<file path="config.mk">
export PLATFORM = sky130hd
export DESIGN_NAME = regfile_write_arbiter
export DESIGN_NICKNAME = d
export VERILOG_FILES = /design/src/rtl/regfile_write_arbiter.sv
export SDC_FILE = /design/constraint.sdc
export NUM_CORES = 1
export LEC_CHECK = 0
export BUFFER_PORTS_ARGS = -buffer_cell sky130_fd_sc_hd__buf_2
export CAP_MARGIN = 20
export CORE_ASPECT_RATIO = 1.5
export CORE_MARGIN = 8
export CORE_UTILIZATION = 39
export DETAILED_ROUTE_END_ITERATION = 10
export PLACE_DENSITY_LB_ADDON = 0.2
export SLEW_MARGIN = 0
export SYNTH_ARGS = -nofsm -noshare
export SYNTH_HDL_FRONTEND = slang
export SYNTH_SLANG_ARGS = --single-unit
</file>
<file path="constraint.sdc">
create_clock -name clk -period 2.9 [get_ports clk]
set_input_delay 0 -clock clk [delete_from_list [all_inputs] [get_ports clk]]
set_output_delay 0 -clock clk [all_outputs]
set_load 0.02 [all_outputs]
</file>
<file path="src/rtl/regfile_write_arbiter.sv">
// Round-robin arbiter sharing the register-file write port among NREQ writeback requesters.
// Build option: define REGWR_FIXED_PRIO_EN for fixed priority (lowest valid index wins, ptr held at 0).
module regfile_write_arbiter #(
  parameter int unsigned NREQ   = 4,
  parameter int unsigned DATA_W = 64,
  parameter int unsigned SEL_W  = 3
) (
  input  logic                     clk,
  input  logic                     reset_n,
  input  logic                     stall,
  input  logic [NREQ-1:0]          req_valid,
  input  logic [NREQ*SEL_W-1:0]    req_addr,
  input  logic [NREQ*DATA_W-1:0]   req_data,
  output logic [NREQ-1:0]          req_ready,
  output logic                     wr_en,
  output logic [SEL_W-1:0]         wr_sel,
  output logic [DATA_W-1:0]        wr_data,
  output logic [2:0]               wr_src
);

  logic [2:0]        ptr;
  logic              grant_any;
  logic [2:0]        gidx;
  logic [NREQ-1:0]   grant;
  logic [SEL_W-1:0]  gaddr;
  logic [DATA_W-1:0] gdata;

  // Two passes replace a rotated scan: first indices at or above ptr, then the wrap-around.
  always_comb begin
    grant     = '0;
    grant_any = 1'b0;
    gidx      = '0;
    gaddr     = '0;
    gdata     = '0;
    if (reset_n && !stall) begin
      for (int unsigned i = 0; i < NREQ; i++) begin
        if (!grant_any && req_valid[i] && (3'(i) >= ptr)) begin
          grant_any = 1'b1;
          gidx      = 3'(i);
          grant[i]  = 1'b1;
          gaddr     = req_addr[i*SEL_W +: SEL_W];
          gdata     = req_data[i*DATA_W +: DATA_W];
        end
      end
      for (int unsigned i = 0; i < NREQ; i++) begin
        if (!grant_any && req_valid[i]) begin
          grant_any = 1'b1;
          gidx      = 3'(i);
          grant[i]  = 1'b1;
          gaddr     = req_addr[i*SEL_W +: SEL_W];
          gdata     = req_data[i*DATA_W +: DATA_W];
        end
      end
    end
  end

  assign req_ready = grant;

`ifdef REGWR_FIXED_PRIO_EN
  assign ptr = '0;
`else
  logic [2:0] ptr_next;

  always_comb begin
    ptr_next = ptr;
    if (grant_any) begin
      if (32'(gidx) == NREQ - 1)
        ptr_next = '0;
      else
        ptr_next = gidx + 3'd1;
    end
  end

  always_ff @(posedge clk or negedge reset_n) begin
    if (!reset_n)
      ptr <= '0;
    else
      ptr <= ptr_next;
  end
`endif

  // Select, enable and data leave from one register stage so the decoder sees them change together.
  always_ff @(posedge clk or negedge reset_n) begin
    if (!reset_n) begin
      wr_en   <= 1'b0;
      wr_sel  <= '0;
      wr_data <= '0;
      wr_src  <= '0;
    end else begin
      wr_en <= grant_any;
      if (grant_any) begin
        wr_sel  <= gaddr;
        wr_data <= gdata;
        wr_src  <= gidx;
      end
    end
  end

endmodule

</file>
==> results by group, run 1 <==
Logic synthesis
  • Syn Area/Cell: 7.83 um2
  • Post-synth top flop: dfrtp_1
  • Post-synth top area share: 30.5%
  • Top-count cell post-synth: nand2_1
  • Largest area contributor in the netlist: dfrtp_1
  • Syn nets: 1031
  • #FFs+latches synth: slightly above 70
  • Async S/R FF share, synth: 100%
  • Register area share after synthesis: 30.5%
  • Cell count after synthesis: 755
  • Post-Syn Area: roughly 5900 um2
  • Yosys warns: 0
  • Netlist cell types: 39
  • Top area cells in the synthesized netlist: dfrtp_1, a222oi_1, a221oi_1
  • Number of flops mapped to enable cells by yosys: 0
  • Post-synth top cells: nand2_1, nor2_1, dfrtp_1, a21oi_1, nand3_1

Global route
  • Initial antenna violation count: 1
  • First-pass GRT wire length: around 45000 um
  • Vias in the first global route: 8455
  • Total gr overflow: 0
  • Largest net degree at the start of global routing: 77
  • Gr usage total: 28.6%

STA
  • Slew Limit Headroom: 38.2%
  • Setup Skew: 0.0111 ns
  • Fin. max-slew vios: 0
  • Hold Violations, Final: 0
  • Setup TNS: 0 ns
  • Tmin final: ~2.6 ns
  • Unrepaired setup endpoints after global routing: no
  • Final-report setup violation count: 0
  • Fmax: roughly 0.38 GHz
  • Worst-Margin Slew: 0.926 ns
  • Final period utilization: 90.1%

Finish
  • Layout Nets: 1323
  • Share of cells above drive strength 1: 38.4%
  • Area Growth Syn to Fin: 36.9%

Min path
  • Hold Crit Class: primary input to flip-flop
  • Hold path depth: 3
  • Min-Delay Endpoint: wr_sel[0]
  • Hold path start: req_addr[3]

Place
  • Dpl hpwl: 19900 um
  • Final GP Congestion: 0.897
  • Port bufs: 348

Floorplanning
  • Total I/O pin count: 350
  • Die area: 19400 um2
  • Die height: about 170 um
  • Initial core utilization: 39.6%
  • Core area: 14900 um2
  • FP Rows: 55
  • Die W: 117 um

Detailed routing
  • Drt via density: 6.57
  • Drt pass-1 iters: 9
  • DR vias: 8225
  • DRT antenna net count: 0
  • DRT iter0 DRCs: 1045
  • Post-route DRC: 0
  • DR WL/cell: 23.0 um
  • Final wirelength: 28700 um

Critical path
  • Crit start category: primary input
  • Critical Path AT: ~2.8 ns
  • Worst setup path category: primary input to flip-flop
  • Crit path capture type: flip-flop
  • CP max FO: 30
  • Reg2Reg Capture Point: wr_data[16]
  • CP max-delay cell: dlygate4sd3_1
  • Worst endpoint required time: 3.11 ns
  • FF-to-FF setup slack: roughly 0.34 ns
  • Worst reg-to-reg path cell count: 7
  • Reg-to-Reg Start: ptr[1]
  • Worst path cell trace: dlygate4sd3_1, buf_4, nand2b_1, inv_1, nand2_2, inv_4, nand2_2, buf_4, a211oi_1, a32oi_1, dlygate4sd3_1
  • Critical Path Max Stage Delay: between 0.5 and 0.6 ns

Power
  • Static leakage: ~3.4 nW
  • Peak supply drop: between 0.2 and 0.3 mV
  • Pwr/cell area: 539 nW/um2
  • Total power: 0.00436 W

Clock tree
  • Inserted Clock Buffers: 9
  • Clock sinks: 72
  • CTS H-tree lvls: 3
  • Clock transition at path regs: 0.07 ns
  • Clk_lat worst skew: 0.33 ns
  • Post-CTS Setup Bufs: 0
  • Root Driver: clkbuf_16
  • CTS tree: yes
  • Max clock buf depth: 2

Run
  • Number of max-cap violations: 0

Outcome
  • Status: finished, final reports clean
[what timing repair did]
action	4_1_cts	5_1_grt
gates resized for setup	0	1
hold buffers	7	0
endpoints found under the hold margin	13	0
endpoints found under the setup margin	0	1
[cell usage in the layout, fill, tap and decap left out, types with 2 or more instances in the layout]
cell type | netlist | final
dlygate4sd3_1 | 0 | 7
a21oi_1 | 70 | 70
nand3_1 | 68 | 67
nand2_1 | 74 | 74
clkbuf_16 | 0 | 9
inv_1 | 3 | 3
o22ai_1 | 66 | 66
a222oi_1 | 66 | 66
o21ai_0 | 2 | 2
clkinvlp_4 | 0 | 2
a221oi_2 | 7 | 7
a211oi_1 | 67 | 67
clkbuf_1 | 60 | 2
a221oi_1 | 59 | 59
buf_4 | 2 | 21
buf_2 | 30 | 347
buf_12 | 0 | 3
nand2b_1 | 4 | 3
nand2_2 | 2 | 2
nor2_1 | 73 | 73
and2_1 | 3 | 3
dfrtp_1 | 72 | 71
nor2b_1 | 3 | 2
[through the flow]
step	area [um2]	hold WS, ns	instances	worst slack [ns]	util, %
after detailed placement	7720	-0.161	1228	0.659	51.7
after CTS	8090	0.000148	1251	0.139	54.2
after floorplan	5910	-0.296	755	0.981	-
after global routing	8090	0.00153	1252	0.0253	54.2
after global placement	7720	-0.162	1228	0.770	51.7
final	8090	0.0132	1252	0.288	54.2
[cells by family after synthesis]
family                     after synthesis  synth area share (%)
adders and majority gates                1                 0.212
buffers and inverters                  102                  7.62
other                                    1                0.0634
DFF                                     72                  30.5
AOI/OAI and AO/OA                      346                  44.5
and+or+nand+nor                        233                  17.1
[worst max path at each step]
stage	slack [ns]	start	endpoint
after global routing	0.03	reset_n	wr_data[16]
after CTS	0.14	reset_n	wr_data[16]
after global placement	0.77	ptr[1]	wr_data[24]
after floorplan	0.98	ptr[0]	ptr[1]
after detailed placement	0.66	ptr[1]	wr_data[37]
final	0.29	reset_n	wr_data[16]
[power breakdown]
part / leakage (nW) / total (W) / switching [W] / internal (W)
sequential: 0.817 / 0.00137 / 0.000137 / 0.00123
clock: 0.139 / 0.00114 / 0.000451 / 0.000693
combinational: 2.47 / 0.00185 / 0.00115 / 0.000704
total: 3.42 / 0.00436 / 0.00174 / 0.00263
[per-layer routing]
layer	vias up	share of wire [%]	global-route usage (%)
met5	-	0	0
met4	0	3.1	12.9
met3	66	11	6.44
met2	606	50	48.3
met1	3883	36	33.2
li1	3670	-	-
[layout make-up]
cell class	instances	area (um2)
fillers	1512	6840
multi-input cells	581	3690
repair buffers	379	2040
flip-flops and latches	72	1800
well taps	199	249
clock buffers	12	246
clock inverters	4	53.8
inverters	4	17.5
diodes	1	2.50
[sequential cells by signal, indices dropped and copies added (netlist names)]
name	flops
ptr	2
wr_data	64
wr_en	1
wr_sel	3
wr_src	2
[worst max-delay path: cells and delay by family]
family,cells,cell delay (ns)
buffers and inverters,6,2.01
AO/OA/AOI/OAI,2,0.41
AND/OR/NAND/NOR,3,0.39
Note: power is estimated with default switching activity, not from simulation.
==> run 2, diff against run 1 <==
--- a/config.mk
+++ b/config.mk
@@ -7,9 +7,11 @@
 export LEC_CHECK = 0
 export BUFFER_PORTS_ARGS = -buffer_cell sky130_fd_sc_hd__buf_2
 export CAP_MARGIN = 20
+export CELL_PAD_IN_SITES_DETAIL_PLACEMENT = 1
+export CELL_PAD_IN_SITES_GLOBAL_PLACEMENT = 1
 export CORE_ASPECT_RATIO = 1.5
 export CORE_MARGIN = 8
-export CORE_UTILIZATION = 39
+export CORE_UTILIZATION = 33
 export DETAILED_ROUTE_END_ITERATION = 10
 export PLACE_DENSITY_LB_ADDON = 0.2
 export SLEW_MARGIN = 0
==> run 2 against run 1 <==
  * Register-to-register slack about the same
  * Global-route usage fell by 1.5 points
  * Via count rose by 0.71%
  * Hold slack better by 0.00089 ns
  * Sequential share of layout area increased by 0.090 points
  * Highest routed layer is now met5
  * Critical endpoint unchanged
==> results by group, run 2 (synthesis results as in run 1) <==
Finish
  • Largest register FFs: 64
  • Largest registers: wr_data: 64 flops, wr_sel: 3 flops
  • Final std cells w/o fill: 1268
  • Share of cells above drive strength 1: between 30% and 40%
  • Largest Register: wr_data
  • Layout Nets: 1318
  • Commonest cells after routing, fill and taps aside: buf_2, nand2_1, nor2_1
  • Commonest non-fill, non-tap cell in the layout: buf_2
  • Area Growth Syn to Fin: 36.4%
  • Design area: 8060 um2

Clock tree
  • Clk_lat worst skew: 0.34 ns
  • Root Driver: clkbuf_16
  • Post-CTS Setup Bufs: 0
  • Inserted Clock Buffers: 9
  • CTS tree: yes
  • Clock transition at path regs: 0.07 ns
  • CTS H-tree lvls: 3
  • Max clock buf depth: 2
  • Clock sinks: just over 70

Detailed routing
  • Final wirelength: between 30000 and 40000 um
  • Drt pass-1 iters: 8
  • Drt via density: 6.53
  • DR WL/cell: roughly 25 um
  • DRT antenna net count: 0
  • Post-route DRC: 0
  • DR vias: 8283
  • DRT iter0 DRCs: 872

Place
  • Number of instances in the placed design: 1244
  • Final GP Congestion: 0.806
  • Placed inst area: 7750 um2
  • Port bufs: 348
  • Dpl hpwl: 22000 um

Power
  • Internal power: 0.00250 W
  • Clock power frac: 24.1%
  • Switch share: 41.8%
  • Peak supply drop: 0.213 mV
  • Static leakage: 3.40 nW
  • Pwr/cell area: 533 nW/um2
  • Psw: between 0.0015 and 0.002 W
  • Part of the power in combinational logic: 43.9%
  • Seq pwr share: 32.0%

Outcome
  • Status: finished, final reports clean

STA
  • Slew Limit Headroom: 40.5%
  • Final-report setup violation count: 0
  • Final period utilization: about 89%
  • Hold WS: 0.0141 ns
  • Setup TNS: 0 ns
  • Unrepaired setup endpoints after global routing: no
  • Fin. max-slew vios: 0
  • Hold Violations, Final: 0
  • Worst-Margin Slew: 0.892 ns
  • Fmax: 0.386 GHz
  • Setup Skew: 0.0125 ns
  • Tmin final: 2.59 ns

Global route
  • First-pass GRT wire length: roughly 50000 um
  • Total gr overflow: 0
  • Initial antenna violation count: 6
  • Gr usage total: roughly 27%
  • Vias in the first global route: 8815
  • Largest net degree at the start of global routing: 82

Critical path
  • Worst setup path category: primary input to flip-flop
  • Worst endpoint required time: roughly 3.2 ns
  • CP max FO: 81
  • Crit path buffers/inverters: 6
  • Worst path cell trace: dlygate4sd3_1, buf_4, nand2b_1, inv_1, nand2_2, inv_4, buf_6, o221ai_1, a32oi_1, dlygate4sd3_1
  • Crit start category: primary input
  • Delay-heaviest family, CP: buffers and inverters
  • Crit path capture type: flip-flop
  • Top cell by count, worst path: dlygate4sd3_1
  • Critical Path Max Stage Delay: 0.57 ns
  • CP max-delay cell: dlygate4sd3_1
  • Critical Path AT: 2.87 ns

Floorplanning
  • FP Rows: 60
  • Die height: 180 um
  • Total I/O pin count: 350
  • Die area: 22500 um2
  • Initial core utilization: 33.4%
  • Core area: 17700 um2
  • Die W: 125 um

Run
  • Number of max-cap violations: 0

Min path
  • Hold Crit Class: primary input to flip-flop
[run 2: cell types whose count changed in the layout (fill, tap and decap cells not counted), sizes merged]
cell	change
buf	-2
bufinv	-1
clkbuf	-1
clkinv	+2
clkinvlp	-1
diode	+4
dlygate4sd3	-3
[run 2: final cells by class]
cell class	instances	area [um2]
antenna	5	12.5
clock inverter	4	22.5
tap	217	272
inverter	4	17.5
fill	2301	9660
sequential	72	1800
clock buffer	11	233
multi-input combinational	581	3690
timing repair buffer	374	2020
[run 2: final timing paths]
check / start / end / slack [ns] / cells past startpoint
setup / recovery: reset_n / wr_data[16] / 0.31 / 10
hold / removal: req_data[97] / wr_data[33] / 0.01 / 3
setup reg to reg: ptr[0] / wr_data[16] / 0.34 / 7
hold reg to reg: wr_src[1] / wr_src[1] / 0.52 / 1
max in group asynchronous: reset_n / ptr[1] / 1.66 / 3
min in group asynchronous: reset_n / wr_en / 0.06 / 2
[run 2: metal layers]
metal	vias up	routed length, um	share of wire (%)	global-route usage, %
met3	54	2420	7.5	5.92
met1	4131	12800	40	31.8
met4	2	761	2.4	10.7
met2	438	16200	50	46.8
li1	3658	-	-	-
met5	-	8	0.025	0
[run 2: power groups by stage]
stage | combinational, W | sequential (W) | clock [W]
3_5_place_dp | 0.00188 | 0.00139 | 0
5_1_grt | 0.00203 | 0.00140 | 0.00109
6_report | 0.00189 | 0.00138 | 0.00103
3_3_place_gp | 0.00186 | 0.00138 | 0
4_1_cts | 0.00188 | 0.00137 | 0.00105
2_1_floorplan | 0.000817 | 0.00164 | 0
[run 2: timing repair]
item / 4_1_cts / 5_1_grt
endpoints found under the setup margin: 0 / 1
resized for setup: 0 / 1
hold endpoints to repair: 14 / 0
hold buffers: 4 / 0
[run 2: per-stage QoR]
step | util, % | setup slack, ns | power [W]
global route | 45.5 | 0.111 | 0.00453
detailed placement | 43.7 | 0.690 | 0.00326
floorplan | - | 0.981 | 0.00245
CTS | 45.4 | 0.122 | 0.00431
finish | 45.5 | 0.310 | 0.00430
global placement | 43.7 | 0.812 | 0.00324
[run 2: worst reg2reg max path, stage by stage, from the launching register on]
cell and delay (ns):
dfrtp_1 0.48, nand2b_2 0.18, buf_4 0.64, nand3_1 0.18
a21oi_1 0.18, a211oi_1 0.06, a32oi_1 0.21, dlygate4sd3_1 0.57
